<file path="src/rtl/ama_riscv_mult_ctrl.sv">
// ============================================================================
// ama_riscv_mult_ctrl: multi-cycle sequencer with one-entry result cache
// around the 32x32 MUL/MULH/MULHSU/MULHU datapath.  Rev 1.0
// ============================================================================
`default_nettype none

package ama_riscv_mult_pkg;
  typedef enum logic [1:0] {
    MULT_OP_MUL    = 2'd0,
    MULT_OP_MULH   = 2'd1,
    MULT_OP_MULHSU = 2'd2,
    MULT_OP_MULHU  = 2'd3
  } mult_op_t;
endpackage

module ama_riscv_mult_ctrl
  import ama_riscv_mult_pkg::*;
#(
  parameter int LATENCY = 2
) (
  input  logic        clk,
  input  logic        rst,
  input  logic        req_valid,
  output logic        req_ready,
  input  mult_op_t    req_op,
  input  logic [31:0] req_a,
  input  logic [31:0] req_b,
  input  logic        kill,
  output logic        rsp_valid,
  input  logic        rsp_ready,
  output logic [31:0] rsp_p,
  output logic        busy
);

  localparam logic [1:0] ST_IDLE  = 2'd0;
  localparam logic [1:0] ST_CALC  = 2'd1;
  localparam logic [1:0] ST_RESP  = 2'd2;
  localparam logic [2:0] CNT_INIT = 3'(LATENCY - 2);

  logic [1:0]  state;
  logic [2:0]  cnt;
  mult_op_t    op_q;
  logic [31:0] a_q;
  logic [31:0] b_q;

  logic        cache_vld;
  mult_op_t    cache_op;
  logic [31:0] cache_a;
  logic [31:0] cache_b;
  logic [63:0] cache_p;

  logic        accept;
  logic        hit;
  logic [31:0] hit_p;
  logic [63:0] ext_a;
  logic [63:0] ext_b;
  logic [63:0] product;
  logic [31:0] result;

  always_comb begin
    req_ready = (state == ST_IDLE || (state == ST_RESP && rsp_ready)) && !kill && !rst;
    accept    = req_valid && req_ready;
    // A MUL can reuse any cached product: the low half is signedness-independent.
    hit       = cache_vld && (req_a == cache_a) && (req_b == cache_b) &&
                (req_op == MULT_OP_MUL || req_op == cache_op);
    hit_p     = (req_op == MULT_OP_MUL) ? cache_p[31:0] : cache_p[63:32];
    busy      = (state != ST_IDLE);
  end

  always_comb begin
    ext_a   = (op_q == MULT_OP_MULHU) ? {32'd0, a_q} : {{32{a_q[31]}}, a_q};
    ext_b   = (op_q == MULT_OP_MUL || op_q == MULT_OP_MULH) ?
              {{32{b_q[31]}}, b_q} : {32'd0, b_q};
    product = ext_a * ext_b;
    result  = (op_q == MULT_OP_MUL) ? product[31:0] : product[63:32];
  end

  always_ff @(posedge clk) begin
    if (rst) begin
      state     <= ST_IDLE;
      cnt       <= 3'd0;
      op_q      <= MULT_OP_MUL;
      a_q       <= 32'd0;
      b_q       <= 32'd0;
      rsp_valid <= 1'b0;
      rsp_p     <= 32'd0;
      cache_vld <= 1'b0;
      cache_op  <= MULT_OP_MUL;
      cache_a   <= 32'd0;
      cache_b   <= 32'd0;
      cache_p   <= 64'd0;
    end else if (kill) begin
      state     <= ST_IDLE;
      rsp_valid <= 1'b0;
    end else if (accept) begin
      op_q <= req_op;
      a_q  <= req_a;
      b_q  <= req_b;
      if (hit) begin
        state     <= ST_RESP;
        rsp_valid <= 1'b1;
        rsp_p     <= hit_p;
      end else begin
        state     <= ST_CALC;
        cnt       <= CNT_INIT;
        rsp_valid <= 1'b0;
      end
    end else begin
      case (state)
        ST_CALC: begin
          if (cnt != 3'd0) begin
            cnt <= cnt - 3'd1;
          end else begin
            state     <= ST_RESP;
            rsp_valid <= 1'b1;
            rsp_p     <= result;
            cache_vld <= 1'b1;
            cache_op  <= op_q;
            cache_a   <= a_q;
            cache_b   <= b_q;
            cache_p   <= product;
          end
        end
        ST_RESP: begin
          if (rsp_ready) begin
            state     <= ST_IDLE;
            rsp_valid <= 1'b0;
          end
        end
        ST_IDLE: ;
        default: state <= ST_IDLE;
      endcase
    end
  end

endmodule

`default_nettype wire

</file>
<file path="config.mk">
export PLATFORM = sky130hd
export DESIGN_NAME = ama_riscv_mult_ctrl
export DESIGN_NICKNAME = d
export VERILOG_FILES = /design/src/rtl/ama_riscv_mult_ctrl.sv
export SDC_FILE = /design/constraint.sdc
export NUM_CORES = 2
export LEC_CHECK = 0
export ABC_AREA = 0
export BUFFER_PORTS_ARGS = -buffer_cell sky130_fd_sc_hd__buf_2
export CAP_MARGIN = 15
export CORE_MARGIN = 10
export CORE_UTILIZATION = 60
export DETAILED_ROUTE_END_ITERATION = 16
export GPL_ROUTABILITY_DRIVEN = 0
export PLACE_DENSITY = 0.77
export SYNTH_ARGS = -nofsm -noshare
export SYNTH_HDL_FRONTEND = slang
export SYNTH_SLANG_ARGS = --single-unit
export TNS_END_PERCENT = 100
</file>
<file path="constraint.sdc">
create_clock -name clk -period 13 [get_ports clk]
set_input_delay 2.6 -clock clk [delete_from_list [all_inputs] [get_ports clk]]
set_output_delay 2.6 -clock clk [all_outputs]
set_load 0.005 [all_outputs]
</file>
==> impl_metrics.env <==
export IMPL_syn_area_mm2=0.0573
export IMPL_max_stage_delay_ps=980
export IMPL_status="complete, no violations"
export IMPL_dp_cells=7480
export IMPL_rsz0062_at_grt="false"
export IMPL_tns_ps=0
export IMPL_cts_resized_gates=0
export IMPL_vdd_drop_max_v=0.000117
export IMPL_cp_end_kind="flop"
export IMPL_drt_initial_drc_count=3965
export IMPL_rows=113
export IMPL_critPathRequiredTime_ps=13410
export IMPL_final_core_util=0.628
export IMPL_pin_count=106
export IMPL_clk_latency_ps=550
export IMPL_power_leakage_nw=29.3
export IMPL_place_area_mm2=0.0588
export IMPL_finClkSkew_ps=15.1
export IMPL_synth_edf_count=0
export IMPL_arrival_ps=10630
export IMPL_hold_viol_final=0
export IMPL_fin_nets=8047
export IMPL_power_mw=2.00
export IMPL_core_region_area_mm2=0.0949
export IMPL_die_y_um=329
export IMPL_period_minus_slack_ps=10220
export IMPL_die_area_mm2=0.108
export IMPL_crit_slowest_cell="fa_1"
export IMPL_critPathKind="reg -> reg"
export IMPL_slew_headroom=0.208
export IMPL_clk_pin_slew_ps=70
export IMPL_drt_pass1_iter_count=8
export IMPL_numCtsBuffers=23
export IMPL_crit_path_end="rsp_p[30]"
export IMPL_setup_violations=0
export IMPL_wl_um=169000
export IMPL_vias_per_cell=5.74
export IMPL_grt_max_degree=97
export IMPL_overflow=0
export IMPL_grt_pass1_vias=47100
export IMPL_start_util=0.604
export IMPL_drive_above_1_share=0.0436
export IMPL_cts_max_level=1
export IMPL_final_setup_worst_slack_ps=2780
export IMPL_syn_to_final_growth_pct=4.04
export IMPL_synth_area_per_cell_um2=8.97
export IMPL_hold_path_class="reg -> reg"
export IMPL_ff2ff_setup_slack_ps=2780
export IMPL_rr_worst_depth=29
export IMPL_root_buffer="clkbuf_16"
export IMPL_p_per_area_mw_per_mm2=33.5
export IMPL_dp_hpwl_um=137000
export IMPL_final_common_cell="inv_1"
export IMPL_synth_seq_cells=235
export IMPL_cts_max_path_buffers=3
export IMPL_vias=43200
export IMPL_finalInstanceArea_mm2=0.0596
export IMPL_postCtsSetupBuffers=0
export IMPL_max_freq_mhz=97.8
export IMPL_synth_cells=6385
export IMPL_worst_slew_pin_slew_ps=1190
export IMPL_grt_usage=0.322
export IMPL_startpoint="op_q[1]"
export IMPL_postRouteAntennaNets=0
export IMPL_holdBufCountCts=0
export IMPL_rr_startpoint="op_q[1]"
export IMPL_grt_antenna_before_repair=21
export IMPL_grt_pass1_wl_um=268000
export IMPL_cts_tree="yes"
export IMPL_wl_per_cell_um=22.5
export IMPL_path_max_fanout=18
export IMPL_fp_dieW_um=329
export IMPL_fillers=7793
export IMPL_ys_types=68
export IMPL_yosysWarnings=0
export IMPL_pre_cts_slack_ps=2890
export IMPL_synth_flop_cell="dfxtp_1"
export IMPL_syn_nets=8191
export IMPL_cap_violations=0
export IMPL_drcViolationCount=0
export IMPL_cp_common_cell="fa_1"
export IMPL_period_share=0.786
export IMPL_final_cells=7529
export IMPL_most_common_layout_cells="inv_1 (1504), fa_1 (1422), nand2_1 (1143)"
export IMPL_r2r_end="rsp_p[30]"
export IMPL_yosysSeqAreaShare=0.0821
export IMPL_cp_start_kind="flop"
export IMPL_clock_sinks=235
export IMPL_io_buffer_count=105
export IMPL_async_reset_ff_frac=0
export IMPL_drv_slew=0
export IMPL_hold_slack_ps=457
## worst max-delay path: cells and delay by family (launching register included)
kind,cells,cell delay [ps]
simple gates,4,740
flops,1,410
fa+ha+maj,11,6440
compound gates,9,1880
buf+inv,5,540
## power breakdown
| part | switching [mW] | internal [mW] |
|---|---|---|
| clock network | 0.312 | 0.404 |
| logic | 0.370 | 0.162 |
| registers | 0.0196 | 0.728 |
## how the worst min path moves through the flow
stage                      from           to  depth (start not counted)
floorplan           cache_p[56]  cache_p[56]                          2
global placement       rsp_p[4]     rsp_p[4]                          2
detailed placement  cache_p[24]  cache_p[24]                          2
CTS                 cache_p[24]  cache_p[24]                          2
global route        cache_p[47]  cache_p[47]                          2
finish              cache_p[28]  cache_p[28]                          2
## registers in the layout, indices dropped and copies added, names as in the netlist
| signal | cells |
|---|---|
| cache_op | 2 |
| state | 2 |
| op_q | 2 |
| cache_vld | 1 |
| cache_p | 64 |
| rsp_valid | 1 |
| cache_a | 32 |
| a_q | 32 |
| b_q | 32 |
| cnt | 3 |
| rsp_p | 32 |
| cache_b | 32 |
## area by class of cell
class                      count  area [um2]  area share
timing repair buffer         202        1290      0.0216
clock buffer                  29         628      0.0105
multi-input combinational   4274       45600       0.765
clock inverter                10         148     0.00248
antenna                        9        22.5    0.000378
tap                         1265        1580      0.0266
sequential                   235        4710      0.0790
inverter                    1505        5650      0.0948
## kinds of logic after synthesis
group | Yosys count | synth area share
xor gates and xnor gates | 179 | 0.0274
and+or+nand+nor | 1815 | 0.144
DFF | 235 | 0.0821
adders and majority gates | 1735 | 0.565
AOI/OAI and AO/OA | 528 | 0.0553
buffers and inverters | 1876 | 0.123
muxes | 17 | 0.00299
## layer usage
layer / part of all wire / up-vias / global-route usage
met1: 0.35 / 21900 / 0.399
met2: 0.47 / 2401 / 0.522
met3: 0.11 / 611 / 0.0726
met5: 0.00015 / - / 0
li1: - / 18300 / -
met4: 0.069 / 4 / 0.178
## cell usage after synthesis, drive strengths merged (13+ instances only)
cell	number	share of area
xnor2	142	0.022
clkbuf	348	0.023
a211oi	17	0.0022
o21ai	68	0.0060
nand2	1144	0.075
buf	23	0.0016
xor2	37	0.0057
mux2i	16	0.0028
a21o	63	0.0083
a21oi	279	0.024
nand4	37	0.0040
ha	313	0.068
o21bai	14	0.0018
nor2	79	0.0052
inv	1504	0.099
a31oi	18	0.0020
nand3	29	0.0025
and2	446	0.049
and3	13	0.0014
dfxtp	235	0.082
fa	1422	0.50
nor3	22	0.0019
No activity file was read; power rests on OpenSTA's default activity.
